--- src/rtl/cnt_arb_pkg.sv ---
// Shared types and defaults for the cnt_arb round-robin interval scheduler.
package cnt_arb_pkg;

  localparam int unsigned CNT_ARB_N_REQ = 4;
  localparam int unsigned CNT_ARB_CW    = 8;

  typedef enum logic [1:0] {
    ST_IDLE = 2'd0,
    ST_RUN  = 2'd1,
    ST_DONE = 2'd2
  } state_t;

endpackage

--- src/rtl/rr_pick.sv ---
// Combinational round-robin finder: first set req bit after pointer, with wrap.
module rr_pick
  import cnt_arb_pkg::*;
#(
  parameter int unsigned N_REQ = CNT_ARB_N_REQ
) (
  input  logic [N_REQ-1:0]         req,
  input  logic [$clog2(N_REQ)-1:0] pointer,
  output logic                     valid,
  output logic [$clog2(N_REQ)-1:0] owner
);

  localparam int unsigned PTR_W = $clog2(N_REQ);

  logic [PTR_W-1:0] w_idx;

  // Candidates are visited nearest-first, so the first hit is the winner.
  always_comb begin
    valid = 1'b0;
    owner = '0;
    w_idx = '0;
    for (int unsigned k = 1; k <= N_REQ; k++) begin
      w_idx = PTR_W'((32'(pointer) + k) % N_REQ);
      if (!valid && req[w_idx]) begin
        valid = 1'b1;
        owner = w_idx;
      end
    end
  end

endmodule

--- src/rtl/cnt_arb.sv ---
// Round-robin scheduler sharing one interval counter among N_REQ requesters.
// Optional CNT_ARB_HOLD_EN adds a hold input that freezes the running window.
module cnt_arb
  import cnt_arb_pkg::*;
#(
  parameter int unsigned N_REQ = CNT_ARB_N_REQ,
  parameter int unsigned CW    = CNT_ARB_CW
) (
  input  logic              clk,
  input  logic              reset,
`ifdef CNT_ARB_HOLD_EN
  input  logic              hold,
`endif
  input  logic [N_REQ-1:0]    req,
  input  logic [N_REQ*CW-1:0] len,
  output logic [N_REQ-1:0]    gnt,
  output logic [N_REQ-1:0]    done,
  output logic                busy,
  output logic [CW-1:0]       count
);

  localparam int unsigned PTR_W = $clog2(N_REQ);

  state_t           r_state;
  logic [PTR_W-1:0] r_ptr;
  logic [PTR_W-1:0] r_owner;
  logic [CW-1:0]    r_len_q;
  logic [CW-1:0]    r_count;
  logic [N_REQ-1:0] r_gnt;
  logic [N_REQ-1:0] r_done;
  logic             r_busy;

  logic             w_valid;
  logic [PTR_W-1:0] w_win;
  logic [CW-1:0]    w_len_win;
  logic [N_REQ-1:0] w_win_oh;
  logic             w_last;
  logic             w_hold;

`ifdef CNT_ARB_HOLD_EN
  assign w_hold = hold;
`else
  assign w_hold = 1'b0;
`endif

  rr_pick #(.N_REQ(N_REQ)) u_pick (
    .req     (req),
    .pointer (r_ptr),
    .valid   (w_valid),
    .owner   (w_win)
  );

  assign w_len_win = len[32'(w_win) * CW +: CW];
  assign w_win_oh  = N_REQ'(1) << w_win;
  assign w_last    = (r_count == r_len_q - CW'(1));

  always_ff @(posedge clk or negedge reset) begin
    if (!reset) begin
      r_state <= ST_IDLE;
      r_ptr   <= PTR_W'(N_REQ - 1);
      r_owner <= '0;
      r_len_q <= '0;
      r_count <= '0;
      r_gnt   <= '0;
      r_done  <= '0;
      r_busy  <= 1'b0;
    end else begin
      r_done <= '0;
      case (r_state)
        ST_IDLE: begin
          if (w_valid) begin
            r_owner <= w_win;
            r_len_q <= w_len_win;
            r_count <= '0;
            r_busy  <= 1'b1;
            if (w_len_win != '0) begin
              r_state <= ST_RUN;
              r_gnt   <= w_win_oh;
            end else begin
              r_state <= ST_DONE;
              r_done  <= w_win_oh;
            end
          end
        end
        ST_RUN: begin
          // Completion wins over a same-cycle req drop; hold defers completion.
          if (!w_hold && w_last) begin
            r_state <= ST_DONE;
            r_gnt   <= '0;
            r_count <= '0;
            r_done  <= r_gnt;
          end else if (!req[r_owner]) begin
            r_state <= ST_IDLE;
            r_gnt   <= '0;
            r_count <= '0;
            r_busy  <= 1'b0;
            r_ptr   <= r_owner;
          end else if (!w_hold) begin
            r_count <= r_count + CW'(1);
          end
        end
        ST_DONE: begin
          r_state <= ST_IDLE;
          r_busy  <= 1'b0;
          r_ptr   <= r_owner;
        end
        default: begin
          r_state <= ST_IDLE;
          r_gnt   <= '0;
          r_count <= '0;
          r_busy  <= 1'b0;
        end
      endcase
    end
  end

  assign gnt   = r_gnt;
  assign done  = r_done;
  assign busy  = r_busy;
  assign count = r_count;

endmodule
--- config.mk ---
export PLATFORM = sky130hd
export DESIGN_NAME = cnt_arb
export DESIGN_NICKNAME = d
export VERILOG_FILES = /design/src/rtl/cnt_arb_pkg.sv /design/src/rtl/rr_pick.sv /design/src/rtl/cnt_arb.sv
export SDC_FILE = /design/constraint.sdc
export NUM_CORES = 1
export LEC_CHECK = 0
export BUFFER_PORTS_ARGS = -buffer_cell sky130_fd_sc_hd__buf_4
export CORE_MARGIN = 8
export CORE_UTILIZATION = 45
export DETAILED_ROUTE_END_ITERATION = 12
export GPL_TIMING_DRIVEN = 0
export PLACE_DENSITY = 0.84
export SLEW_MARGIN = 15
export SYNTH_ARGS = -nofsm -noshare
export SYNTH_HDL_FRONTEND = slang
export SYNTH_SLANG_ARGS = --single-unit
--- constraint.sdc ---
create_clock -name clk -period 2.19 [get_ports clk]
set_input_delay 0.1095 -clock clk [delete_from_list [all_inputs] [get_ports clk]]
set_output_delay 0.1095 -clock clk [all_outputs]
set_load 0.005 [all_outputs]
## After elaboration in Yosys (flattened, before gate mapping)

Index checks and enable logic that the tools add are counted.

- Flip-flop bits (word level): 31
- Latch bits: 0
- RAM bits: 0
- ROM bits: 0
- Input bits: 38
- Output and inout port bits: 17
- Logic and storage cells: 88
- Memories kept: 0

- $add $sub $neg: 6
- $mul: 0
- Divide/modulo/power cells: 0
- Magnitude comparators: 5
- Eq/ne operators: 8
- Shifts and indexed selects: 2
- Muxes and demuxes: 43
- Bitwise gates (word level): 1
- Reduce and logical (&&, ||, !) cells: 15

Operator list:

| operator | number |
|---|---|
| 32-bit by 6-bit variable part select with 8-bit output | 1 |
| 4-bit two-way mux | 7 |
| 8-bit two-way mux | 3 |
| 8-bit one-hot mux with 3 select lines | 1 |
| 2-bit two-way mux | 10 |
| 2-bit by 3-bit < comparator with 1-bit output, second input constant | 5 |
| 1-bit two-way mux | 12 |
| 4-bit one-hot mux with 3 select lines | 1 |
| 1-bit binary-select mux with 2-bit select | 5 |
| 8-bit by 1-bit adder with 8-bit output, second input constant | 1 |
| 8-bit == test | 1 |
| 2-bit one-hot mux with 2 select lines | 2 |
| 4-bit one-hot mux with 2 select lines | 1 |
| 8-bit nonzero test | 1 |
| 8-bit by 1-bit subtractor with 8-bit output, second input constant | 1 |
| 2-bit != test, second input constant | 3 |
| 2-bit AND reduction | 3 |
| 3-bit AND reduction | 2 |
| 2-bit by 1-bit adder with 2-bit output, second input constant | 2 |
| 2-bit adder, second input constant | 2 |
| 4-bit AND reduction | 1 |
| 1-bit by 2-bit left shift with 4-bit output, first input constant | 1 |
| 1-bit logical AND | 3 |
| 1-bit zero test | 3 |
| 8 further kinds | 8 |

## Longest topological paths before layout

- Depth after elaboration: 18
- Mapped depth: 9

## By module

Synthesis repeated with hierarchy kept, for this count alone.

- Cell total of the unflattened synthesis: 188
- Area, all modules: 2006.9 um2

Modules (own cells, without submodules):

| module | times used | cells an instance | area each (um2) |
|---|---|---|---|
| cnt_arb | 1 | 174 | 1915.6 |
| rr_pick | 1 | 14 | 91.3 |

## Worst setup path after synthesis

Ideal clock, no wire load.

- Path type: register to register
- From: reg r_ptr[1]
- To: reg r_state[0]
- Library setup time: 0.118 ns
- Data arrival time: 2.275 ns
- Data required time: 2.072 ns
- Path slack: -0.203 ns
- Cell stages (with the launch flop): 10
- Period minus slack after synthesis: 2.393 ns
- Cells stage by stage: dfstp_2 nand3b_1 a31oi_1 buf_2 buf_4 mux2i_1 mux2i_1 nor4_4 nand2_1 a21o_1

- Cells in the longest elaborated chain, start to end: 18
- Elaborated cells between the ends (all ways): 33
- Those cells by class: 4 x add/sub; 1 x eq/ne; 1 x shift; 19 x mux; 8 x reduce/logical

Ends and longest elaborated chain:

| element | line | RTL |
|---|---|---|
| start: declaration | cnt_arb.sv:25 | `logic [PTR_W-1:0] r_ptr;` |
| start signal: assignment | cnt_arb.sv:60 | `r_ptr <= PTR_W'(N_REQ - 1);` |
| start signal: assignment | cnt_arb.sv:97 | `r_ptr <= r_owner;` |
| start signal: assignment | cnt_arb.sv:105 | `r_ptr <= r_owner;` |
| 2-bit by 1-bit adder with 2-bit output | rr_pick.sv:23 | `w_idx = PTR_W'((32'(pointer) + k) % N_REQ);` |
| 1-bit binary-select mux with 2-bit select | rr_pick.sv:24 | `if (!valid && req[w_idx]) begin` |
| 1-bit two-way mux (not written as such) | rr_pick.sv:24 |  |
| 1-bit two-way mux | rr_pick.sv:24 |  |
| 1-bit zero test | rr_pick.sv:24 |  |
| 1-bit logical AND | rr_pick.sv:24 |  |
| 1-bit two-way mux | rr_pick.sv:24 |  |
| 1-bit zero test | rr_pick.sv:24 |  |
| (+2 left out) | -- |  |
| 1-bit zero test | rr_pick.sv:24 |  |
| 1-bit logical AND | rr_pick.sv:24 |  |
| 2-bit two-way mux | rr_pick.sv:24 |  |
| 32-bit by 6-bit variable part select with 8-bit output | cnt_arb.sv:53 | `assign w_len_win = len[32'(w_win) * CW +: CW];` |
| 8-bit nonzero test | cnt_arb.sv:76 | `if (w_len_win != '0) begin` |
| 2-bit two-way mux | cnt_arb.sv:76 |  |
| 2-bit two-way mux | cnt_arb.sv:71 | `if (w_valid) begin` |
| 2-bit one-hot mux with 2 select lines | cnt_arb.sv:69 | `case (r_state)` |
| end signal: assignment | cnt_arb.sv:77 | `r_state <= ST_RUN;` |
| end signal: assignment | cnt_arb.sv:80 | `r_state <= ST_DONE;` |
| end signal: assignment | cnt_arb.sv:88 | `r_state <= ST_DONE;` |
| end: declaration | cnt_arb.sv:24 | `state_t r_state;` |

Parallel ways exist; a longest one is shown, timed or not. The select of a mux whose other input is x is not followed.
A chain may end at the register's enable or synchronous reset.

## Worst setup path in the final report

- From: reg r_ptr[1]
- To: reg r_gnt[2], in the netlist gnt[2]

- Cells in the longest elaborated chain, start to end: 17
- Elaborated cells between the ends (all ways): 35
- Those cells by class: 4 x add/sub; 2 x eq/ne; 2 x shift; 19 x mux; 8 x reduce/logical

Ends and longest elaborated chain:

| element | line | RTL |
|---|---|---|
| 2-bit by 1-bit adder with 2-bit output | rr_pick.sv:23 |  |
| 1-bit binary-select mux with 2-bit select | rr_pick.sv:24 |  |
| 1-bit two-way mux (not written as such) | rr_pick.sv:24 |  |
| 1-bit two-way mux | rr_pick.sv:24 |  |
| 1-bit zero test | rr_pick.sv:24 |  |
| 1-bit logical AND | rr_pick.sv:24 |  |
| 1-bit two-way mux | rr_pick.sv:24 |  |
| 1-bit zero test | rr_pick.sv:24 |  |
| 1-bit logical AND | rr_pick.sv:24 |  |
| 1-bit two-way mux | rr_pick.sv:24 |  |
| 1-bit zero test | rr_pick.sv:24 |  |
| 1-bit logical AND | rr_pick.sv:24 |  |
| 2-bit two-way mux | rr_pick.sv:24 |  |
| 32-bit by 6-bit variable part select with 8-bit output or 1-bit by 2-bit left shift with 4-bit output (tied branches) | cnt_arb.sv:53, cnt_arb.sv:54 |  |
| 8-bit nonzero test or 4-bit two-way mux (tied branches) | cnt_arb.sv:76 |  |
| 2-bit != test (no source line) or 4-bit two-way mux (tied branches) | -- |  |
| 4-bit AND reduction (no source line) or 4-bit one-hot mux with 3 select lines (tied branches) | -- |  |
| end signal: assignment | cnt_arb.sv:78 | `r_gnt <= w_win_oh;` |
| end: declaration | cnt_arb.sv:29 | `logic [N_REQ-1:0] r_gnt;` |

Parallel ways exist; a longest one is shown, timed or not. The select of a mux whose other input is x is not followed.

==> flow_summary.ini <==
[synthesis]
ys_seq_area_share_pct = 39.0
synth_edf_count = 0
synthCells = 207
ys_types = 48
async_reset_ff_share_pct = 100
synth_area_per_cell_um2 = 9.63
yosysTopAreaCell = dfrtp_1
synth_nets = 247
yosys_most_used_dff = dfrtp_1
ys_seq_elements = 31
yosys_warnings = 0
synth_area_leaders = dfrtp_1 36%, mux2i_1 13%, nand2_1 5.5%
synth_top_area_share_pct = 36.4
syn_area_um2 = 1990

[sta]
maxSlewViolCount = 0
setup_ws_ns = -0.207
finalCriticalPeriod_ns = 2.40
fin_skew_ns = 0.00752
post-route-period-util_pct = 109
worstMarginPinSlew_ns = 0.554
max_slew_margin_pct = 62.7
finalHoldViolCount = 0
hold_ws_ns = 0.284
setup_violations = 21
grt_setup_unrepaired = true
max_freq_ghz = 0.417

[drt]
drt-met1-wl_mm = 2.25
vias = 1916
drtIter0Drc = 110
dr.pass1.iters = 4
route.detailed.drc = 0
vias_per_cell = 5.41
met2_wirelength_mm = 2.68
wl_met3_um = 450
wl_mm = 5.47
highest-signal-layer = met4
wl_per_cell_um = 15.4
drtAntennaViolNets = 0

[global_route]
track_usage_pct = 16.3
antenna_found_initial = 0
grt_max_degree = 32
grt_pass1_wl_mm = 8.71
grt_pass1_vias = 1920
grt_overflow = 0

[clock_tree]
root_buffer = clkbuf_8
clk_pin_slew_ns = 0.06
cts_buffer_depth = 2
clkSinkCount = 31
cts_buffers = 5
cts_tree = done
clkLatencyLatePin_ns = 0.29
cts_max_level = 2

[worst_setup_path]
required_ns = 2.35
endpoint_kind = flop
critPathLaunchType = flop
rr_worst_depth = 11
crit_type = flop to flop
arrival_ns = 2.56
crit_fanout = 7

[pwr]
leakagePower_uw = 0.00145
seq_power_share_pct = 26.7
combPwrFrac_pct = 60.9
peakVddDrop_uv = 600
netSwitchingFraction_pct = 39.6
power.internal_uw = 2230
power.density_nw_per_um2 = 1190
pwr-share-clk_pct = 12.3
p_switching_uw = 1470

[outcome]
outcome = finished with violations
violations = setup timing

[layout]
nNetsFinal = 341
diodes = 0
mostFrequentLayoutCell = buf_4
area_delta_synth_final_pct = 55.5
fin_util_pct = 71.7
drive_gt1_share_pct = 48.7
layout_common_cells = 76 x buf_4, 27 x nand2_1, 27 x dfrtp_1, 16 x nor2_1, 16 x mux2i_2
fin_area_um2 = 3100

[floorplanning]
pin_count = 55
die_y_um = 82.6
start_util_pct = 46.1
die_area_um2 = 6810
fp.dieW_um = 82.6
rows = 24
core_area_um2 = 4320

[place]
place_ws_ns = -0.387
placed_area_um2 = 2510
dp.final_hpwl_mm = 3.74
io_buffers = 54
place.gp.congestion = 0.805

[min_path]
hold_class = primary input to asynchronous set/reset pin

[run]
maxCapViolations = 0
-- layer usage --
metal  global-route usage, %  up-vias
met4                    6.72        0
li1                        -      921
met5                       0        -
met1                    19.1      912
met2                    26.9       74
met3                    5.52        9
-- power groups by stage --
stage,clock [uW],sequential [uW],combinational (uW)
2_1_floorplan,0,948,1200
3_3_place_gp,0,974,1540
3_5_place_dp,0,989,1580
4_1_cts,469,980,1970
5_1_grt,500,1020,2440
6_report,455,990,2250
-- worst max-delay path: stages, from the launching register on --
cell	delay (ns)
dfstp_2	0.60
nand3b_1	0.10
a31oi_1	0.14
buf_4	0.19
buf_6	0.14
mux2i_2	0.24
mux2i_2	0.14
nor4_4	0.29
buf_6	0.17
buf_6	0.10
a21o_1	0.11
o21ai_1	0.06
-- cells by family (layout without fill, tap and decap cells) --
kind of cell | count (synthesis) | in the layout | share of synthesized area [%]
AND/OR/NAND/NOR | 76 | 76 | 20.6
AO/OA/AOI/OAI | 39 | 39 | 14.0
flip-flops | 31 | 31 | 39.0
multiplexers | 28 | 28 | 14.8
buffers and inverters | 16 | 111 | 3.70
XOR/XNOR | 15 | 15 | 6.59
adder cells (fa/ha/maj) | 2 | 2 | 1.26
-- Yosys cell counts, drive strengths merged (2+ instances only) --
cell type / count
mux2: 2
and4: 2
buf: 4
o21ai: 8
dfstp: 2
a21oi: 3
mux2i: 25
o22ai: 5
a31oi: 3
a22o: 2
nand2b: 7
a21o: 7
nor3: 2
nor4: 3
clkbuf: 3
o21bai: 2
nand4: 2
xnor2: 4
a21boi: 3
nand3: 3
dfrtp: 29
ha: 2
nor2: 18
o31ai: 3
inv: 9
xor2: 11
or3: 2
nand3b: 2
nand2: 29
-- what timing repair did --
action	4_1_cts	5_1_grt
cloned	1	0
endpoints found under the setup margin	18	23
pin swaps	20	9
hold buffers	1	0
resized for setup	25	31
hold endpoints to repair	29	0
buffers inserted	19	14
-- through the flow --
step | power, uW | TNS [ns] | instances
6_report | 3700 | -2.48 | 354
5_1_grt | 3960 | -4.22 | 354
4_1_cts | 3420 | -1.56 | 342
3_5_place_dp | 2570 | -5.04 | 313
3_3_place_gp | 2510 | -4.07 | 313
2_1_floorplan | 2150 | -0.120 | 207
-- final cells by class --
class,count,area (um^2)
buffer,7,60.1
clock buffer,7,86.3
clock inverter,1,5.00
fill,333,1220
inverter,9,33.8
multi-input combinational,160,1360
sequential,31,781
tap,52,65.1
timing repair buffer,87,706
-- sequential cells by signal, indices dropped and copies added (netlist names) --
| name | cells |
|---|---|
| count | 8 |
| r_len_q | 8 |
| done | 4 |
| gnt | 4 |
| r_owner | 2 |
| r_ptr | 2 |
| r_state | 2 |
| busy | 1 |
-- worst paths after layout --
check | slack [ns] | start | endpoint
worst max-delay path | -0.21 | r_ptr[1] | gnt[2]
worst min-delay path | 0.28 | reset | count[6]
worst max register to register | -0.21 | r_ptr[1] | gnt[2]
worst min register to register | 0.53 | r_len_q[7] | r_len_q[7]
max in group asynchronous | 1.59 | reset | r_ptr[0]
min in group clk | 0.33 | len[12] | r_len_q[4]
Power figures use the tool's default switching activity.
